`src/rtl/servo_ramp_ctrl_pkg.sv`:
```
// Shared definitions for the servo ramp controller.
//   state_e      : controller state encoding
//   DEF_*        : default parameter values of servo_ramp_ctrl
//   PROF_W       : width of one profile table entry (delay in PWM periods)
//   DEF_PROFILE  : default per-step delay table, entry 0 in the low byte
package servo_ramp_pkg;

    typedef enum logic [2:0] {
        ST_IDLE   = 3'd0,
        ST_SETTLE = 3'd1,
        ST_PLAN   = 3'd2,
        ST_ACCEL  = 3'd3,
        ST_CRUISE = 3'd4,
        ST_DECEL  = 3'd5,
        ST_HOLD   = 3'd6
    } state_e;

    localparam int DEF_WIDTH          = 8;
    localparam int DEF_STEPS          = 8;
    localparam int DEF_SETTLE_PERIODS = 32;
    localparam int DEF_ACCEL_THRESH   = 16;
    localparam int PROF_W             = 8;

    // PROFILE[0] = 0x70 (slowest) ... PROFILE[7] = 0x18 (cruise delay)
    localparam logic [DEF_STEPS*PROF_W-1:0] DEF_PROFILE =
        {8'h18, 8'h20, 8'h28, 8'h30, 8'h40, 8'h50, 8'h60, 8'h70};

endpackage

```
`src/rtl/servo_ramp_ctrl_pwm.sv`:
```
// servo_pwm_core: free-running PWM generator.
//   clock_i/reset_i : clock, asynchronous active-high reset
//   run_i           : output enable (pwm_o forced low when 0)
//   ratio_i         : requested duty; sampled at counter wrap
//   pwm_o           : high while counter < latched ratio
//   period_tick_o   : one-cycle pulse when the counter is all-ones
module servo_pwm_core
    import servo_ramp_pkg::*;
#(
    parameter int WIDTH = DEF_WIDTH
) (
    input  logic             clock_i,
    input  logic             reset_i,
    input  logic             run_i,
    input  logic [WIDTH-1:0] ratio_i,
    output logic             pwm_o,
    output logic             period_tick_o
);

    logic [WIDTH-1:0] cnt_q;
    logic [WIDTH-1:0] ratio_q;

    // Period counter and ratio latch; the ratio only changes at a period
    // boundary so a pulse is never cut short or stretched mid-period.
    always_ff @(posedge clock_i or posedge reset_i) begin
        if (reset_i) begin
            cnt_q   <= '0;
            ratio_q <= '0;
        end else begin
            cnt_q <= cnt_q + WIDTH'(1);
            if (cnt_q == '1) begin
                ratio_q <= ratio_i;
            end else begin
                ratio_q <= ratio_q;
            end
        end
    end

    assign period_tick_o = (cnt_q == '1);
    assign pwm_o         = run_i & (cnt_q < ratio_q);

endmodule

```
`src/rtl/servo_ramp_ctrl.sv`:
```
// servo_ramp_ctrl: moves a PWM ratio toward a requested target one LSB at a
// time, with a trapezoidal (accelerate / cruise / decelerate) delay profile
// for long moves and constant cruise pacing for short ones.
//   clock_i, reset_i        : clock, asynchronous active-high reset
//   enable_i                : run level; low returns to IDLE
//   start_ratio_i           : ratio loaded on leaving IDLE
//   target_ratio_i/valid_i  : new target offer (0 = back to start ratio)
//   target_ready_o          : offer accepted when valid & ready
//   pwm_signal_o            : PWM output
//   curr_ratio_o            : ratio currently driving the PWM
//   busy_o                  : SETTLE / PLAN / ACCEL / CRUISE / DECEL
//   at_target_o             : HOLD with no pending target
module servo_ramp_ctrl
    import servo_ramp_pkg::*;
#(
    parameter int WIDTH          = DEF_WIDTH,
    parameter int STEPS          = DEF_STEPS,
    parameter int SETTLE_PERIODS = DEF_SETTLE_PERIODS,
    parameter int ACCEL_THRESH   = DEF_ACCEL_THRESH,
    parameter logic [STEPS*PROF_W-1:0] PROFILE = DEF_PROFILE
) (
    input  logic             clock_i,
    input  logic             reset_i,
    input  logic             enable_i,
    input  logic [WIDTH-1:0] start_ratio_i,
    input  logic [WIDTH-1:0] target_ratio_i,
    input  logic             target_valid_i,
    output logic             target_ready_o,
    output logic             pwm_signal_o,
    output logic [WIDTH-1:0] curr_ratio_o,
    output logic             busy_o,
    output logic             at_target_o
);

    localparam int SW = (STEPS > 1) ? $clog2(STEPS) : 1;
    localparam int CW = (SETTLE_PERIODS > 1) ? $clog2(SETTLE_PERIODS) : 1;
    localparam logic [WIDTH:0]  THRESH_D    = (WIDTH+1)'(ACCEL_THRESH);
    localparam logic [WIDTH:0]  DECEL_D     = (WIDTH+1)'(STEPS-1);
    localparam logic [SW-1:0]   LAST_ACCEL  = SW'(STEPS-2);
    localparam logic [CW-1:0]   LAST_SETTLE = CW'(SETTLE_PERIODS-1);

    state_e              state_q, state_d;
    logic [WIDTH-1:0]    curr_q, curr_d;
    logic [WIDTH-1:0]    goal_q, goal_d;
    logic [WIDTH-1:0]    pend_q, pend_d;
    logic                pend_valid_q, pend_valid_d;
    logic [CW-1:0]       settle_q, settle_d;
    logic [PROF_W-1:0]   delay_q, delay_d;
    logic [SW-1:0]       step_q, step_d;
    logic                accel_q, accel_d;

    logic                period_tick_s;
    logic [WIDTH:0]      dist_s;
    logic [WIDTH-1:0]    toward_s;
    logic [PROF_W-1:0]   limit_s;
    logic                tick_hit_s;
    logic [PROF_W-1:0]   delay_next_s;
    logic [WIDTH-1:0]    curr_next_s;

    function automatic logic [PROF_W-1:0] prof_at(input int idx);
        return PROFILE[idx*PROF_W +: PROF_W];
    endfunction

    servo_pwm_core #(.WIDTH(WIDTH)) u_pwm (
        .clock_i       (clock_i),
        .reset_i       (reset_i),
        .run_i         (state_q != ST_IDLE),
        .ratio_i       (curr_q),
        .pwm_o         (pwm_signal_o),
        .period_tick_o (period_tick_s)
    );

    // Distance to goal (one extra bit so it never wraps) and the next ratio
    // one LSB toward the goal; toward_s equals curr_q once the goal is reached.
    always_comb begin
        if (goal_q > curr_q) begin
            dist_s   = {1'b0, goal_q} - {1'b0, curr_q};
            toward_s = curr_q + WIDTH'(1);
        end else begin
            dist_s   = {1'b0, curr_q} - {1'b0, goal_q};
            toward_s = (curr_q == goal_q) ? curr_q : (curr_q - WIDTH'(1));
        end
    end

    // Per-move delay: accel walks the table up, decel walks it back down
    // indexed by the distance still to go, cruise uses the last entry.
    always_comb begin
        limit_s = prof_at(STEPS-1);
        case (state_q)
            ST_ACCEL: limit_s = prof_at(int'(step_q));
            ST_DECEL: begin
                if (dist_s == '0) begin
                    limit_s = prof_at(0);
                end else if (dist_s > DECEL_D) begin
                    limit_s = prof_at(STEPS-1);
                end else begin
                    limit_s = prof_at(int'(dist_s) - 1);
                end
            end
            default:  limit_s = prof_at(STEPS-1);
        endcase
    end

    // Move rule shared by the moving states: one step per limit+1 periods.
    always_comb begin
        tick_hit_s = period_tick_s & (delay_q == limit_s);
        if (tick_hit_s) begin
            delay_next_s = '0;
            curr_next_s  = toward_s;
        end else if (period_tick_s) begin
            delay_next_s = delay_q + PROF_W'(1);
            curr_next_s  = curr_q;
        end else begin
            delay_next_s = delay_q;
            curr_next_s  = curr_q;
        end
    end

    assign target_ready_o = enable_i & ~pend_valid_q & (state_q != ST_IDLE);
    assign busy_o         = (state_q == ST_SETTLE) | (state_q == ST_PLAN) |
                            (state_q == ST_ACCEL)  | (state_q == ST_CRUISE) |
                            (state_q == ST_DECEL);
    assign at_target_o    = (state_q == ST_HOLD) & ~pend_valid_q;
    assign curr_ratio_o   = curr_q;

    // Next-state logic, target acceptance and ramp bookkeeping.
    always_comb begin
        state_d      = state_q;
        curr_d       = curr_q;
        goal_d       = goal_q;
        pend_d       = pend_q;
        pend_valid_d = pend_valid_q;
        settle_d     = settle_q;
        delay_d      = delay_q;
        step_d       = step_q;
        accel_d      = accel_q;

        // ready already includes enable, so a falling enable drops the offer
        if (target_valid_i && target_ready_o) begin
            pend_valid_d = 1'b1;
            pend_d       = (target_ratio_i == '0) ? start_ratio_i : target_ratio_i;
        end else begin
            pend_valid_d = pend_valid_q;
        end

        if (!enable_i) begin
            state_d      = ST_IDLE;
            pend_valid_d = 1'b0;
        end else begin
            case (state_q)
                ST_IDLE: begin
                    curr_d   = start_ratio_i;
                    goal_d   = (target_ratio_i == '0) ? start_ratio_i : target_ratio_i;
                    settle_d = '0;
                    state_d  = ST_SETTLE;
                end
                ST_SETTLE: begin
                    if (period_tick_s && (settle_q == LAST_SETTLE)) begin
                        state_d = ST_PLAN;
                        delay_d = '0;
                    end else if (period_tick_s) begin
                        settle_d = settle_q + CW'(1);
                    end else begin
                        settle_d = settle_q;
                    end
                end
                ST_PLAN: begin
                    delay_d = '0;
                    step_d  = '0;
                    if (dist_s == '0) begin
                        state_d = ST_HOLD;
                        accel_d = 1'b0;
                    end else if (dist_s > THRESH_D) begin
                        state_d = ST_ACCEL;
                        accel_d = 1'b1;
                    end else begin
                        state_d = ST_CRUISE;
                        accel_d = 1'b0;
                    end
                end
                ST_ACCEL: begin
                    curr_d  = curr_next_s;
                    delay_d = delay_next_s;
                    if (tick_hit_s) begin
                        step_d = step_q + SW'(1);
                        if (step_q == LAST_ACCEL) begin
                            state_d = ST_CRUISE;
                        end else begin
                            state_d = ST_ACCEL;
                        end
                    end else begin
                        step_d = step_q;
                    end
                end
                ST_CRUISE: begin
                    if (accel_q && (dist_s <= DECEL_D)) begin
                        state_d = ST_DECEL;
                    end else if (!accel_q && (dist_s == '0)) begin
                        state_d = ST_HOLD;
                    end else begin
                        curr_d  = curr_next_s;
                        delay_d = delay_next_s;
                    end
                end
                ST_DECEL: begin
                    if (dist_s == '0) begin
                        state_d = ST_HOLD;
                    end else begin
                        curr_d  = curr_next_s;
                        delay_d = delay_next_s;
                    end
                end
                ST_HOLD: begin
                    if (pend_valid_q) begin
                        goal_d       = pend_q;
                        pend_valid_d = 1'b0;
                        state_d      = ST_PLAN;
                    end else begin
                        state_d = ST_HOLD;
                    end
                end
                default: begin
                    state_d = ST_IDLE;
                end
            endcase
        end
    end

    // State and datapath registers.
    always_ff @(posedge clock_i or posedge reset_i) begin
        if (reset_i) begin
            state_q      <= ST_IDLE;
            curr_q       <= '0;
            goal_q       <= '0;
            pend_q       <= '0;
            pend_valid_q <= 1'b0;
            settle_q     <= '0;
            delay_q      <= '0;
            step_q       <= '0;
            accel_q      <= 1'b0;
        end else begin
            state_q      <= state_d;
            curr_q       <= curr_d;
            goal_q       <= goal_d;
            pend_q       <= pend_d;
            pend_valid_q <= pend_valid_d;
            settle_q     <= settle_d;
            delay_q      <= delay_d;
            step_q       <= step_d;
            accel_q      <= accel_d;
        end
    end

endmodule

```
`config.mk`:
```
export PLATFORM = sky130hd
export DESIGN_NAME = servo_ramp_ctrl
export DESIGN_NICKNAME = d
export VERILOG_FILES = /design/src/rtl/servo_ramp_ctrl_pkg.sv /design/src/rtl/servo_ramp_ctrl_pwm.sv /design/src/rtl/servo_ramp_ctrl.sv
export SDC_FILE = /design/constraint.sdc
export NUM_CORES = 1
export LEC_CHECK = 0
export ABC_AREA = 1
export BUFFER_PORTS_ARGS = -buffer_cell sky130_fd_sc_hd__clkbuf_2
export CORE_ASPECT_RATIO = 1.1
export CORE_MARGIN = 2
export CORE_UTILIZATION = 40
export DETAILED_ROUTE_END_ITERATION = 6
export SLEW_MARGIN = 40
export SYNTH_ARGS = -nofsm -noshare
export SYNTH_HDL_FRONTEND = slang
export SYNTH_HIERARCHICAL = 1
export SYNTH_SLANG_ARGS = --single-unit
```
`constraint.sdc`:
```
create_clock -name clock_i -period 7.3 [get_ports clock_i]
set_input_delay 0.365 -clock clock_i [delete_from_list [all_inputs] [get_ports clock_i]]
set_output_delay 0.365 -clock clock_i [all_outputs]
set_load 0.01 [all_outputs]
```
==> impl_summary.md <==
Status
The flow ran to the end, and the final reports show no timing, DRC or antenna violations.

Synth
After synthesis the cells add up to 4980 um2. The largest total area in the synthesized netlist belongs to sky130_fd_sc_hd__dfrtp_1. Counting every net in the synthesized netlist gives 744. Yosys attributes the largest share of cell area to sky130_fd_sc_hd__dfrtp_1, sky130_fd_sc_hd__nand2_1, sky130_fd_sc_hd__ha_1. In this run the mean area of a mapped cell was 7.30 um2.

Of all flip-flops after synthesis, the portion carrying an async set or reset was between 90% and 100%. Counting flops with a built-in enable in the synthesized netlist gives 0. The Yosys step of the flow raised 6 warnings. The cell count after synthesis came out at between 600 and 700. The number of distinct library cells after synthesis is 46.

The area share of the largest cell type after synthesis is between 30% and 40%. For this run, the leading register cell type out of synthesis is sky130_fd_sc_hd__dfrtp_1. The synthesized design contains 61 register bits.

The sequential area share after synthesis is a little under a third.

Clocking
The clock network latency to the later pin of the worst-skew pair is ~0.34 ns. For this design, the sink count on the clock tree is just over 60. After clock tree synthesis, the clock-pin slew on the worst setup and hold paths is ~0.050 ns. The CTS tree is yes.

The clock tree root driver cell is sky130_fd_sc_hd__clkbuf_16. The number of buffers created by CTS is 9. The number of buffers inserted for hold repair after clock tree synthesis is 0.

The longest clock path from root to sink contains 2 buffers. Post-CTS timing repair inserted 0 buffers for setup. After clock tree synthesis, the repair step resized 0 gates. The clock tree synthesis step divided the H-tree into 3 levels.

Die
From bottom edge to top edge, the die measures 121 um. 32 I/O pins were placed. The placeable core region is 12,100 um2. The starting density of the core is 41.2%. The die boundary width is approximately 110 um.

The number of rows created at floorplan is 42. The die covers approximately 13,000 um2.

Global routing
The global-route usage over all layers is 19.8%. The number of antenna violations at the first check in global routing is 0. The global-route wire length before repair is roughly 21,000 um. The via count of the first global-routing pass came to roughly 4,300.

The total overflow reported by the global router is 0. Entering global routing, the biggest net connects 46 pins.

Setup path
The type of the worst setup path is flip-flop to flip-flop. The startpoint identified for the worst register-to-register timing path is curr_ratio_o[1]$_DFFE_PP0P_. The worst setup path is launched from a flip-flop.

The critical path required time is about 7.5 ns. The category of the worst setup path capture point is a flip-flop. The arrival time at the worst endpoint is around 4.4 ns. The path depth of the worst reg2reg path is 26.

Of all nets on the critical path, the largest fanout is 17. The end of the worst register-to-register path is curr_ratio_o[5]$_DFFE_PP0P_. The reg2reg setup slack is approximately 3.1 ns.

STA
For the pin with the worst max-slew slack, the measured transition is 0.723 ns. The number of endpoints with negative hold slack in the final report came to 0. Derived from the worst setup path, the maximum achievable clock frequency is ~0.24 GHz. Setup repair after global routing left no endpoint under its margin. In the finished design, the share of the clock period the worst path needs comes to approximately 58%.

The smallest clock period supported by the final layout is computed as around 4.2 ns. Setup total negative slack on the finished layout was measured at 0 ns. The number of failing setup endpoints in the final timing report is 0.

The clock skew after layout is between 0.004 and 0.005 ns. The count of final max-slew check failures was 0. The worst slew margin relative to its limit is between 50% and 60%.

Detailed routing
Once detail routing completed, the nets flagged for antenna violations numbered 0. The number of design-rule violations left by the first detailed-router iteration is between 300 and 400. The number of vias per cell is 5.17. The per-cell routed wire length is 14.1 um. For this run, design rule violations remaining after detail routing come to 0. The first detailed-routing pass took 5 iterations. The number of vias in the routed layout is between 4,000 and 5,000. The routed design has around 12,000 um of wire.

Placement
Detailed placement finished with a half-perimeter wire length of approximately 9600 um. Routability-driven placement finished with a final weighted congestion of ~0.90. During placement, the flow inserted port buffers numbering 31. Once placement completed, the tool counted placed cells totaling 856.

Finish
The post-route netlist has between 10% and 20% of its cells at a drive strength greater than 1. The area taken by multi-input logic gates is ~3000 um2. The synthesis-to-layout area growth is 11.7%. The number of antenna diodes in the final layout is 0.

The fill cell instance count of the final layout is ~1,200. The combined flip-flop and latch cell area is between 1500 and 2000 um2. At the end of the flow, the number of nets in the layout was 775. The final instance count without filler cells is just under 900.

Power and ir drop
The peak supply drop is about 0.00024 V. For this design the ratio of total power to cell area is 534 nW/um2. The analysis attributes to cell leakage a power of ~0.0028 uW.

Run
The reported max-cap violation count is 0.

Hold path
In this run the worst hold path is classified as primary input to async pin.
-- layout by cell type (no fill, tap or decap), types with 9 or more instances in the layout --
| cell type | count |
|---|---|
| sky130_fd_sc_hd__xor2_1 | 21 |
| sky130_fd_sc_hd__inv_1 | 89 |
| sky130_fd_sc_hd__o211ai_1 | 10 |
| sky130_fd_sc_hd__nand3_1 | 42 |
| sky130_fd_sc_hd__clkbuf_16 | 9 |
| sky130_fd_sc_hd__nand2_2 | 17 |
| sky130_fd_sc_hd__a21oi_1 | 39 |
| sky130_fd_sc_hd__nor2_1 | 37 |
| sky130_fd_sc_hd__nand4_1 | 14 |
| sky130_fd_sc_hd__dfrtp_1 | 61 |
| sky130_fd_sc_hd__ha_1 | 39 |
| sky130_fd_sc_hd__o21ai_0 | 35 |
| sky130_fd_sc_hd__nand2_1 | 187 |
| sky130_fd_sc_hd__clkbuf_2 | 31 |
-- critical path, cell delays in order, from the launching register on --
cell,delay [ns]
sky130_fd_sc_hd__dfrtp_1,0.62
sky130_fd_sc_hd__inv_1,0.15
sky130_fd_sc_hd__ha_1,0.33
sky130_fd_sc_hd__nand2_1,0.11
sky130_fd_sc_hd__nor2_1,0.16
sky130_fd_sc_hd__nand3_1,0.10
sky130_fd_sc_hd__nand3_2,0.14
sky130_fd_sc_hd__nand2_2,0.30
sky130_fd_sc_hd__nand2_1,0.19
sky130_fd_sc_hd__nand2_1,0.11
sky130_fd_sc_hd__inv_1,0.07
sky130_fd_sc_hd__ha_1,0.20
sky130_fd_sc_hd__nand3_2,0.11
sky130_fd_sc_hd__nor2_2,0.15
sky130_fd_sc_hd__nand2_1,0.07
sky130_fd_sc_hd__nand2_1,0.11
sky130_fd_sc_hd__nand3_1,0.09
sky130_fd_sc_hd__nand2_1,0.06
sky130_fd_sc_hd__nand2_1,0.08
sky130_fd_sc_hd__nand3_1,0.10
sky130_fd_sc_hd__nand2_1,0.06
sky130_fd_sc_hd__nor2_2,0.13
sky130_fd_sc_hd__nand3_4,0.14
sky130_fd_sc_hd__nand2_4,0.14
sky130_fd_sc_hd__nand2_4,0.16
sky130_fd_sc_hd__nand2_1,0.13
sky130_fd_sc_hd__o21ai_2,0.06
-- area by class of cell --
type	count	share of cell area (%)
Timing Repair Buffer	32	2.92
Clock buffer	12	4.43
Clock inverter	4	0.855
Multi-Input combinational cell	510	54.0
Inverter	99	6.86
Tap cell	154	3.46
Sequential cell	61	27.4
-- cells by family after synthesis --
family,count (synthesis),share of synthesized area [%]
simple gates,333,31.7
fa+ha+maj,42,11.0
buf+inv,111,9.12
mux,5,1.00
compound gates,108,12.7
flops,61,30.6
xor+xnor,22,3.87
-- worst max-delay path by stage --
stage | startpoint | endpoint | slack (ns) | depth (start not counted)
4_1_cts | curr_ratio_o[1]$_DFFE_PP0P_ | curr_ratio_o[5]$_DFFE_PP0P_ | 3.12 | 26
5_1_grt | curr_ratio_o[3]$_DFFE_PP0P_ | curr_ratio_o[4]$_DFFE_PP0P_ | 2.65 | 26
2_1_floorplan | curr_ratio_o[4]$_DFFE_PP0P_ | curr_ratio_o[0]$_DFFE_PP0P_ | 3.86 | 25
3_5_place_dp | curr_ratio_o[3]$_DFFE_PP0P_ | curr_ratio_o[4]$_DFFE_PP0P_ | 3.16 | 26
6_report | curr_ratio_o[1]$_DFFE_PP0P_ | curr_ratio_o[5]$_DFFE_PP0P_ | 3.10 | 26
3_3_place_gp | curr_ratio_o[2]$_DFFE_PP0P_ | curr_ratio_o[4]$_DFFE_PP0P_ | 3.28 | 22
-- synth_stat cells (2+ instances only) --
library cell	count
sky130_fd_sc_hd__nand2_1	187
sky130_fd_sc_hd__inv_1	90
sky130_fd_sc_hd__dfrtp_1	61
sky130_fd_sc_hd__nand3_1	42
sky130_fd_sc_hd__a21oi_1	40
sky130_fd_sc_hd__ha_1	39
sky130_fd_sc_hd__nor2_1	37
sky130_fd_sc_hd__o21ai_0	35
sky130_fd_sc_hd__xor2_1	21
sky130_fd_sc_hd__nand2_2	17
sky130_fd_sc_hd__nand4_1	14
sky130_fd_sc_hd__o211ai_1	10
sky130_fd_sc_hd__inv_2	7
sky130_fd_sc_hd__nor2_4	7
sky130_fd_sc_hd__o21ai_2	7
sky130_fd_sc_hd__clkbuf_1	6
sky130_fd_sc_hd__nor3_1	6
sky130_fd_sc_hd__mux2i_1	5
sky130_fd_sc_hd__nand3b_1	4
sky130_fd_sc_hd__a31oi_1	3
sky130_fd_sc_hd__buf_6	3
sky130_fd_sc_hd__fa_1	3
sky130_fd_sc_hd__nand3_2	3
sky130_fd_sc_hd__nand3_4	3
sky130_fd_sc_hd__nor2_2	3
sky130_fd_sc_hd__o22ai_1	3
sky130_fd_sc_hd__or2_2	3
sky130_fd_sc_hd__a21o_1	2
sky130_fd_sc_hd__buf_4	2
sky130_fd_sc_hd__nand2_4	2
sky130_fd_sc_hd__o31ai_1	2
-- power breakdown --
part | total, uW | internal (uW) | leakage (uW) | switching [uW]
Combinational | 2020 | 694 | 0.00188 | 1330
Clock | 428 | 272 | 0.000143 | 155
Sequential | 518 | 421 | 0.000790 | 97.2
Total | 2970 | 1390 | 0.00281 | 1580
-- sequential cells by signal, indices dropped and copies added, names as in the netlist --
signal and cells:
curr_ratio_o 8, delay_q 8, goal_q 8, pend_q 8, u_pwm/cnt_q 8, u_pwm/ratio_q 8
settle_q 5, state_q 3, step_q 3, accel_q 1, pend_valid_q 1
-- metal layers --
| metal | track usage (%) | routed length, um | share of wire (%) |
|---|---|---|---|
| met5 | 0 | 0 | 0 |
| met4 | 7.27 | 191 | 1.6 |
| met3 | 3.11 | 521 | 4.2 |
| met2 | 31.8 | 5670 | 46 |
| met1 | 26.8 | 5930 | 48 |
-- metrics by stage --
step / util, % / setup WS, ns / area [um2] / power, uW / hold slack, ns
after floorplan: - / 3.86 / 4980 / 2130 / 0.279
after global placement: 43.5 / 3.28 / 5260 / 2500 / 0.460
after detailed placement: 43.6 / 3.16 / 5270 / 2530 / 0.467
after CTS: 46.0 / 3.12 / 5560 / 2970 / 0.130
after global routing: 46.0 / 2.65 / 5560 / 3260 / 0.170
final: 46.0 / 3.10 / 5560 / 2970 / 0.111
Note: power is estimated with default switching activity, not from simulation.
